--- src/rtl/ccip_if_pkg.sv ---
// rtl/ccip_if_pkg.sv - CCI-P c0 channel types used by the read arbiter
package ccip_if_pkg;

    typedef enum logic [1:0] {
        eCL_LEN_1 = 2'b00,
        eCL_LEN_2 = 2'b01,
        eCL_LEN_4 = 2'b11
    } t_ccip_clLen;

    typedef enum logic [3:0] {
        eREQ_RDLINE_I = 4'h0,
        eREQ_RDLINE_S = 4'h1
    } t_ccip_c0_req;

    typedef enum logic [3:0] {
        eRSP_RDLINE = 4'h0,
        eRSP_UMSG   = 4'h4
    } t_ccip_c0_rsp;

    typedef struct packed {
        logic [1:0]   vc_sel;
        logic [1:0]   rsvd1;
        t_ccip_clLen  cl_len;
        t_ccip_c0_req req_type;
        logic [5:0]   rsvd0;
        logic [41:0]  address;
        logic [15:0]  mdata;
    } t_ccip_c0_ReqMemHdr;

    typedef struct packed {
        logic [1:0]   vc_used;
        logic         rsvd1;
        logic         hit_miss;
        logic [1:0]   rsvd0;
        logic [1:0]   cl_num;
        t_ccip_c0_rsp resp_type;
        logic [15:0]  mdata;
    } t_ccip_c0_RspMemHdr;

    typedef struct packed {
        t_ccip_c0_ReqMemHdr hdr;
        logic               valid;
    } t_if_ccip_c0_Tx;

    typedef struct packed {
        t_ccip_c0_RspMemHdr hdr;
        logic [511:0]       data;
        logic               rspValid;
        logic               mmioRdValid;
        logic               mmioWrValid;
    } t_if_ccip_c0_Rx;

endpackage

--- src/rtl/platform_utils_ccip_arb_pkg.sv ---
// rtl/platform_utils_ccip_arb_pkg.sv - shared types for the CCI-P request arbiters
package platform_utils_ccip_arb_pkg;

    typedef enum logic [1:0] {
        ARB      = 2'd0,
        RESERVE0 = 2'd1,
        RESERVE1 = 2'd2
    } t_c0_rd_arb_state;

    typedef logic [2:0] t_cl_lines;

    // cl_len encodes 1, 2 or 4 lines as 0, 1, 3
    function automatic t_cl_lines cl_lines(input logic [1:0] cl_len);
        return {1'b0, cl_len} + 3'd1;
    endfunction

endpackage

--- src/rtl/platform_utils_rr_arb2.sv ---
// rtl/platform_utils_rr_arb2.sv - two-input round-robin picker, one-hot grant
module platform_utils_rr_arb2 (
    input  logic [1:0] eligible,
    input  logic       last_grant,
    output logic [1:0] grant
);

    // On contention the requester that did not win last time goes first
    always_comb begin
        grant = eligible;
        if (eligible == 2'b11) begin
            grant = last_grant ? 2'b01 : 2'b10;
        end
    end

endmodule

--- src/rtl/platform_utils_ccip_c0_rd_arb.sv ---
// rtl/platform_utils_ccip_c0_rd_arb.sv - credit-limited two-port c0 read arbiter with starvation reserve
module platform_utils_ccip_c0_rd_arb
    import ccip_if_pkg::*;
    import platform_utils_ccip_arb_pkg::*;
#(
    parameter int MAX_ACTIVE       = 512,
    parameter int C0RX_DEPTH_RADIX = 10,
    parameter int STARVE_LIMIT     = 8
) (
    input  logic                        clk,
    input  logic                        reset,
    input  logic                        req0_valid,
    input  t_ccip_c0_ReqMemHdr          req0_hdr,
    output logic                        req0_ready,
    input  logic                        req1_valid,
    input  t_ccip_c0_ReqMemHdr          req1_hdr,
    output logic                        req1_ready,
    input  logic                        c0TxAlmFull,
    output t_if_ccip_c0_Tx              c0Tx,
    input  t_if_ccip_c0_Rx              c0Rx,
    output logic [C0RX_DEPTH_RADIX-1:0] active_cnt,
    output logic                        cnt_err
);

    localparam int CW = C0RX_DEPTH_RADIX + 1;
    localparam int WW = $clog2(STARVE_LIMIT + 1);
    localparam logic [CW-1:0] MAX_W   = CW'(MAX_ACTIVE);
    localparam logic [WW-1:0] LIMIT_W = WW'(STARVE_LIMIT);

    t_c0_rd_arb_state            state;
    logic [C0RX_DEPTH_RADIX-1:0] cnt;
    logic                        last_grant;
    logic [WW-1:0]               wait0, wait1, wait0_next, wait1_next;
    t_cl_lines                   lines0, lines1, grant_lines;
    logic                        credit0, credit1, rd_rsp;
    logic [1:0]                  eligible, masked, grant;
    logic [CW-1:0]               cnt_plus;
    logic                        unused_rx;

    assign active_cnt = cnt;
    assign unused_rx  = ^c0Rx;

    // Credit check uses the registered count only; same-cycle responses are not credited
    always_comb begin
        lines0   = cl_lines(req0_hdr.cl_len);
        lines1   = cl_lines(req1_hdr.cl_len);
        credit0  = ({1'b0, cnt} + CW'(lines0)) <= MAX_W;
        credit1  = ({1'b0, cnt} + CW'(lines1)) <= MAX_W;
        eligible = {req1_valid && !c0TxAlmFull && credit1,
                    req0_valid && !c0TxAlmFull && credit0};
        case (state)
            ARB:      masked = eligible;
            RESERVE0: masked = {1'b0, eligible[0]};
            RESERVE1: masked = {eligible[1], 1'b0};
            default:  masked = 2'b00;
        endcase
    end

    platform_utils_rr_arb2 u_rr (
        .eligible   (masked),
        .last_grant (last_grant),
        .grant      (grant)
    );

    assign req0_ready = grant[0] && !reset;
    assign req1_ready = grant[1] && !reset;

    always_comb begin
        grant_lines = grant[1] ? lines1 : (grant[0] ? lines0 : 3'd0);
        cnt_plus    = {1'b0, cnt} + CW'(grant_lines);
        rd_rsp      = c0Rx.rspValid && (c0Rx.hdr.resp_type == eRSP_RDLINE);

        wait0_next = wait0;
        if (grant[0] || !req0_valid) begin
            wait0_next = '0;
        end else if (!c0TxAlmFull && !credit0 && wait0 != LIMIT_W) begin
            wait0_next = wait0 + 1'b1;
        end

        wait1_next = wait1;
        if (grant[1] || !req1_valid) begin
            wait1_next = '0;
        end else if (!c0TxAlmFull && !credit1 && wait1 != LIMIT_W) begin
            wait1_next = wait1 + 1'b1;
        end
    end

    always_ff @(posedge clk) begin
        if (reset) begin
            state      <= ARB;
            cnt        <= '0;
            cnt_err    <= 1'b0;
            last_grant <= 1'b1;
            wait0      <= '0;
            wait1      <= '0;
            c0Tx       <= '0;
        end else begin
            wait0      <= wait0_next;
            wait1      <= wait1_next;
            c0Tx.valid <= |grant;
            if (|grant) begin
                c0Tx.hdr   <= grant[1] ? req1_hdr : req0_hdr;
                last_grant <= grant[1];
            end

            // An orphan response cannot underflow; it is flagged instead
            if (rd_rsp) begin
                if (cnt_plus == '0) begin
                    cnt_err <= 1'b1;
                    cnt     <= '0;
                end else begin
                    cnt <= C0RX_DEPTH_RADIX'(cnt_plus - 1'b1);
                end
            end else begin
                cnt <= C0RX_DEPTH_RADIX'(cnt_plus);
            end

            case (state)
                ARB: begin
                    if (wait0_next == LIMIT_W) begin
                        state <= RESERVE0;
                    end else if (wait1_next == LIMIT_W) begin
                        state <= RESERVE1;
                    end
                end
                RESERVE0: if (grant[0] || !req0_valid) state <= ARB;
                RESERVE1: if (grant[1] || !req1_valid) state <= ARB;
                default:  state <= ARB;
            endcase
        end
    end

endmodule
--- config.mk ---
export PLATFORM = sky130hd
export DESIGN_NAME = platform_utils_ccip_c0_rd_arb
export DESIGN_NICKNAME = d
export VERILOG_FILES = /design/src/rtl/ccip_if_pkg.sv /design/src/rtl/platform_utils_ccip_arb_pkg.sv /design/src/rtl/platform_utils_rr_arb2.sv /design/src/rtl/platform_utils_ccip_c0_rd_arb.sv
export SDC_FILE = /design/constraint.sdc
export NUM_CORES = 1
export LEC_CHECK = 0
export CAP_MARGIN = 10
export CORE_AREA = 2 2 304 306
export CTS_CLUSTER_SIZE = 28
export DETAILED_ROUTE_END_ITERATION = 8
export DIE_AREA = 0 0 306 308
export GPL_TIMING_DRIVEN = 0
export PLACE_DENSITY = 0.3
export SETUP_SLACK_MARGIN = 0.02
export SYNTH_ARGS = -nofsm -noshare
export SYNTH_HDL_FRONTEND = slang
export SYNTH_HIERARCHICAL = 1
export SYNTH_SLANG_ARGS = --single-unit
--- constraint.sdc ---
create_clock -name clk -period 12.25 [get_ports clk]
set_clock_uncertainty 0.15 [all_clocks]
set_input_delay 3.675 -clock clk [delete_from_list [all_inputs] [get_ports clk]]
set_output_delay 3.675 -clock clk [all_outputs]
set_load 0.01 [all_outputs]
# After elaboration in Yosys (flattened, before gate mapping)
# Cells that the tools add are included.
[classes]
muxes = 17
n_addsub = 8
eq_ne = 10
reduce_logical = 25
magnitude_cmp = 2
[ops]
columns = ["cell", "count"]
rows = [
  ["$mux W74", 1],
  ["$add A10 B3 Y11", 3],
  ["$le A11 B10 Y1 const B", 2],
  ["$mux W10", 2],
  ["$mux W4", 4],
  ["$mux W2", 6],
  ["$pmux W2 S3", 2],
  ["$logic_and A1 B1 Y1", 11],
  ["$logic_not A11 Y1", 1],
  ["$sub A10 B1 Y10 const B", 1],
  ["$add A4 B1 Y4 const B", 2],
  ["$eq A4 B4 Y1 const B", 2],
  ["$ne A4 B4 Y1 const B", 2],
  ["$add A2 B1 Y3 const B", 2],
  ["$logic_not A1 Y1", 6],
  ["$mux W3", 2],
  ["$eq A2 B2 Y1 const B", 2],
  ["$logic_not A4 Y1", 1],
  ["$ne A2 B2 Y1 const B", 2],
  ["$ne A3 B3 Y1 const B", 1],
  ["$reduce_and A3 Y1", 1],
  ["$eq A2 B1 Y1 const B", 1],
  ["$logic_not A2 Y1", 1],
  ["$logic_or A1 B1 Y1", 2],
  ["other kinds (2)", 2],
]
[totals]
input_bits = 696
out_inout_bits = 88
elab_cells = 76
ff_bits = 97

# Logic depth before layout (Yosys ltp)
# Gate-level depths: netlist of the first run.
[logic_depth]
word_depth = 13
mapped_depth = 27
ltp_nobuf = 24

# Modules after synthesis
# Netlist of the first run, hierarchy kept.
[modules_own_cells]
columns = ["module", "area_each_um2", "n_inst", "cells_per_inst", "seq_area_each_um2"]
rows = [
  ["platform_utils_ccip_c0_rd_arb", 5352.6, 1, 668, 1941.9],
  ["platform_utils_rr_arb2", 18.8, 1, 3, 0.0],
]

# Least setup slack after synthesis of the first run
# No wires, ideal clock.
[synth_path]
kind = "in2out"
startpoint = "input req0_hdr[68] (netlist bit)"
endpoint = "output req0_ready"
t_arrival_ns = 6.506
slack_ns = 1.919
required_time_ns = 8.425
path_stages = 14
path_buffers = 2
path_cell_list = "ha_1 inv_1 fa_1 nand4b_1 o32ai_1 xnor2_1 and4b_1 o21a_1 a21oi_1 nor2_1 a21boi_1 clkbuf_1 clkbuf_1 nor2b_1"
[synth_via]
elab_chain_cells = 8
[synth_rtl]
columns = ["item", "line", "source"]
rows = [
  ["from (decl)", "platform_utils_ccip_c0_rd_arb.sv:13", "input t_ccip_c0_ReqMemHdr req0_hdr,"],
  ["$add A2 B1 Y3 *", "platform_utils_ccip_arb_pkg.sv:14", "return {1'b0, cl_len} + 3'd1;"],
  ["$add A10 B3 Y11 *", "platform_utils_ccip_c0_rd_arb.sv:47", "credit0 = ({1'b0, cnt} + CW'(lines0)) <= MAX_W;"],
  ["$le A11 B10 Y1 *", "platform_utils_ccip_c0_rd_arb.sv:47", ""],
  ["$logic_and A1 B1 Y1 *", "platform_utils_ccip_c0_rd_arb.sv:50", "req0_valid && !c0TxAlmFull && credit0};"],
  ["$pmux W2 S3 *", "platform_utils_ccip_c0_rd_arb.sv:51", "case (state)"],
  ["net masked[0]", "platform_utils_ccip_c0_rd_arb.sv:36", "logic [1:0] eligible, masked, grant;"],
  ["$eq A2 B2 Y1", "platform_utils_rr_arb2.sv:11", "if (eligible == 2'b11) begin"],
  ["$mux W2 *", "platform_utils_rr_arb2.sv:11", ""],
  ["net grant[0]", "platform_utils_ccip_c0_rd_arb.sv:36", ""],
  ["$logic_and A1 B1 Y1 *", "platform_utils_ccip_c0_rd_arb.sv:65", "assign req0_ready = grant[0] && !reset;"],
  ["to (decl)", "platform_utils_ccip_c0_rd_arb.sv:14", "output logic req0_ready,"],
]
# Mark *: on every way through the listed nets, which the timed path passes. The rest lies on a longest branch.

# Final worst setup path of the first run
[layout_path]
startpoint = "input req1_hdr[69] (netlist bit)"
endpoint = "output req1_ready"
[layout_via]
elab_chain_cells = 8
[layout_rtl]
columns = ["item", "line", "source"]
rows = [
  ["from (decl)", "platform_utils_ccip_c0_rd_arb.sv:16", "input t_ccip_c0_ReqMemHdr req1_hdr,"],
  ["$add A2 B1 Y3 *", "platform_utils_ccip_arb_pkg.sv:14", ""],
  ["$add A10 B3 Y11 *", "platform_utils_ccip_c0_rd_arb.sv:48", "credit1 = ({1'b0, cnt} + CW'(lines1)) <= MAX_W;"],
  ["$le A11 B10 Y1 *", "platform_utils_ccip_c0_rd_arb.sv:48", ""],
  ["$logic_and A1 B1 Y1 *", "platform_utils_ccip_c0_rd_arb.sv:49", "eligible = {req1_valid && !c0TxAlmFull && credit1,"],
  ["$pmux W2 S3 *", "platform_utils_ccip_c0_rd_arb.sv:51", ""],
  ["net masked[1]", "platform_utils_ccip_c0_rd_arb.sv:36", ""],
  ["$eq A2 B2 Y1", "platform_utils_rr_arb2.sv:11", ""],
  ["$mux W2 *", "platform_utils_rr_arb2.sv:11", ""],
  ["net grant[1]", "platform_utils_ccip_c0_rd_arb.sv:36", ""],
  ["$logic_and A1 B1 Y1 *", "platform_utils_ccip_c0_rd_arb.sv:66", "assign req1_ready = grant[1] && !reset;"],
  ["to (decl)", "platform_utils_ccip_c0_rd_arb.sv:17", "output logic req1_ready,"],
]
# Marks and branches as above.

==> impl_metrics.tcl, run 1 <==
set metrics [dict create \
    synth-main-ff-cell "dfxtp_1" \
    ys_types 55 \
    min_period_ns 11.81 \
    clock_path_buffers 2 \
    num_rows 111 \
    viasPerCell 2.623 \
    r2r-end "active_cnt[6]$_SDFF_PP0_" \
    cts.hold.buffers_added 0 \
    synth_nets 1386 \
    min_period_over_period_pct 96.40 \
    drv_cap 0 \
    fin_cells 2120 \
    die_x_um 306 \
    tightest_slew_ns 1.027 \
    power.total_w 0.0009248 \
    grtUsageTotal_pct 5.911 \
    finalHoldViolCount 0 \
    yosys.area.top_type "dfxtp_1" \
    fillCellCount 10522 \
    clkTransAtPathRegs_ns 0.08 \
    drt-initial-drc-count 245 \
    fin_nets 1641 \
    pwr-share-comb_pct 26.9 \
    drv_slew 0 \
    num_vias 5560 \
    detail_route.wirelength_um 27980 \
    clk_latency_ns 0.38 \
    switchingPower_w 0.0002966 \
    cts.sinks 97 \
    cts_tree "built" \
    syn_inst 671 \
    grt_setup_unrepaired "no" \
    cp.required_ns 8.42 \
    area_growth_pct 79.80 \
    antenna_found_initial 9 \
    end_kind "output port" \
    synth-warning-count 6 \
    detail-route-antenna-nets 0 \
    die_area_um2 94250 \
    worstPathMaxFanout 7 \
    relSlewSlack_pct 31.55 \
    p_sw_share_pct 32.07 \
    synthTopCellsByArea "dfxtp_1, mux2i_1, nor2_1" \
    avgSynthCellArea_um2 8.005 \
    post-place-ws_ns -0.8934 \
    synth-compound-area-share_pct 13.56 \
    globalRouteOverflowTotal 0 \
    power_frac_seq_pct 37.9 \
    synth_area_um2 5371 \
    p_leak_nw 3.236 \
    synthArstFlopShare_pct 0 \
    drive_gt1_share_pct 4.082 \
    placed_cells 2101 \
    core_um2 90970 \
    crit_path_end "req1_ready" \
    path_class "input pin to output port" \
    cts_root_buf "clkbuf_16" \
    io_pins 784 \
    reg2reg_depth 24 \
    synth_top_family_by_area "simple AND/OR/NAND/NOR gates" \
    mostFrequentLayoutCells "clkdlybuf4s50_1, nor2_1, dfxtp_1" \
    critPathLaunchType "input pin" \
    postCtsSetupRepairBufs 0 \
    vdd_drop_max_uv 67.53 \
    yosys.area.top_type_share_pct 36.15 \
    wl_per_cell_um 13.20 \
    setup_viol 0 \
    drc_errors 0 \
    synth.mux.area_fraction_pct 14.93 \
    layout_commonest_cell "clkdlybuf4s50_1" \
    die_height_um 308 \
    worst_slack_ns 0.4416 \
    start_util_pct 5.905 \
    synth-xor-area-share_pct 4.892 \
    grt_max_degree 19 \
    cts_buffers 9 \
    place_congestion 0.7661 \
    first_pass_iters 4 \
    clock_power_share_pct 35.1 \
    yosysSeqAreaShare_pct 36.15 \
    hold_path_class "flip-flop to flip-flop" \
    port_buffers 244 \
    status "complete, no violations" \
    hold_ws_ns 0.3399 \
    worstPathArrival_ns 7.98 \
    r2r_start "active_cnt[0]$_SDFF_PP0_" \
    startpoint "req1_hdr[69]" \
    dpl.hpwl_um 23070 \
    grt_pass1_vias 5869 \
    ys_seq_elements 97 \
    h-tree-depth 3 \
    grt_pass1_wl_um 40160 \
    yosys.area_share.adder_pct 4.845 \
    regToRegSetupSlack_ns 4.78 \
    synthSimpleGateAreaFrac_pct 20.64 \
    power_density_nw_per_um2 95.75 \
    internal_power_w 0.0006282 \
    max_freq_ghz 0.08469 \
    synth-edff-count 0 \
]
==> worst max-delay path: stages <==
cell and delay (ns):
clkdlybuf4s50_1 0.64, ha_1 0.42, inv_1 0.07, fa_1 0.44, nor2b_1 0.16, or2_2 0.17
a32oi_1 0.17, a2111oi_4 0.41, nor2_1 0.09, nor3_1 0.26, a21boi_0 0.21, clkbuf_4 0.25
inv_1 0.15, nor2_2 0.23, clkdlybuf4s50_1 0.61
==> metrics by stage <==
stage / instance area [um2] / setup TNS (ns) / util (%)
3_5_place_dp: 9298 / -3.337 / 10.22
6_report: 9658 / 0 / 10.62
3_3_place_gp: 9298 / -2.525 / 10.22
2_1_floorplan: 5371 / 0 / -
5_1_grt: 9651 / 0 / 10.61
4_1_cts: 9622 / 0 / 10.58
==> flip-flops by register name, summed over array words and instances, names as in the netlist <==
signal	flops
active_cnt	10
c0Tx	75
cnt_err	1
last_grant	1
state	2
wait0	4
wait1	4
==> cells by family after synthesis <==
| kind of cell | count (synthesis) |
|---|---|
| xor gates and xnor gates | 30 |
| adders and majority gates | 19 |
| AOI/OAI and AO/OA | 125 |
| muxes | 80 |
| DFF | 97 |
| buffers and inverters | 67 |
| and+or+nand+nor | 253 |
==> layout make-up <==
class	count	area [um2]	area share [%]
antenna	3	7.507	0.07773
buffer	43	186.4	1.930
clock buffer	9	225.2	2.332
clock inverter	7	83.83	0.8680
inverter	24	90.09	0.9328
multi-input combinational	507	3194	33.07
sequential	97	1942	20.11
tap	1186	1484	15.36
timing repair buffer	244	2445	25.31
==> power groups by stage <==
| stage | registers (W) | logic (W) | clock network, W |
|---|---|---|---|
| 2_1_floorplan | 0.000363 | 0.000104 | 0 |
| 3_3_place_gp | 0.000359 | 0.000251 | 0 |
| 3_5_place_dp | 0.000358 | 0.000251 | 0 |
| 4_1_cts | 0.000352 | 0.000253 | 0.000347 |
| 5_1_grt | 0.000354 | 0.000276 | 0.000354 |
| 6_report | 0.000351 | 0.000249 | 0.000325 |
==> how the worst min path moves through the flow <==
| stage | from | end | slack, ns | cells after the start |
|---|---|---|---|---|
| 6_report | cnt_err$_SDFFE_PP0P_ | cnt_err$_SDFFE_PP0P_ | 0.34 | 2 |
| 5_1_grt | cnt_err$_SDFFE_PP0P_ | cnt_err$_SDFFE_PP0P_ | 0.38 | 2 |
| 4_1_cts | last_grant$_SDFFE_PP1P_ | last_grant$_SDFFE_PP1P_ | 0.34 | 2 |
| 3_5_place_dp | last_grant$_SDFFE_PP1P_ | last_grant$_SDFFE_PP1P_ | 0.33 | 2 |
| 3_3_place_gp | last_grant$_SDFFE_PP1P_ | last_grant$_SDFFE_PP1P_ | 0.33 | 2 |
| 2_1_floorplan | state[1]$_SDFFE_PP0P_ | state[0]$_SDFFE_PP0P_ | 0.30 | 1 |
==> routing by layer <==
metal	wire, um	GRT usage, %	part of all wire, %	vias up
li1	-	-	-	2787
met5	63	0	0.23	-
met3	4350	4.356	16	21
met2	11320	8.594	40	240
met4	356	1.753	1.3	10
met1	11890	6.729	42	2502
==> cells in the mapped netlist, drive strengths merged (2+ instances only) <==
master / number
nor2b: 3
nand4: 3
nand2b: 4
inv: 24
or2: 4
nor4: 4
o21ai: 12
nor4b: 2
fa: 3
clkbuf: 34
nand4b: 3
a211oi: 5
mux2i: 79
a32oi: 2
xnor2: 25
nand2: 15
xor2: 5
buf: 9
o21a: 3
nand3: 8
a21o: 2
o22ai: 2
ha: 16
nor3: 7
or3: 2
o211ai: 2
and2: 4
a21boi: 2
nor2: 185
o41ai: 2
a21oi: 85
dfxtp: 97
and3: 5
==> repair_timing <==
| item | CTS | global route |
|---|---|---|
| pin swaps | 1 | 0 |
| resized for setup | 7 | 7 |
| cloned | 0 | 0 |
| setup endpoints to repair | 2 | 2 |
No activity file was read; power rests on OpenSTA's default activity.
==> inputs of run 2 (changes only) <==
CTS_CLUSTER_DIAMETER = 60   (was unset)
==> results of run 2 <==
Final layout, timing and power as in run 1 (identical DEF).
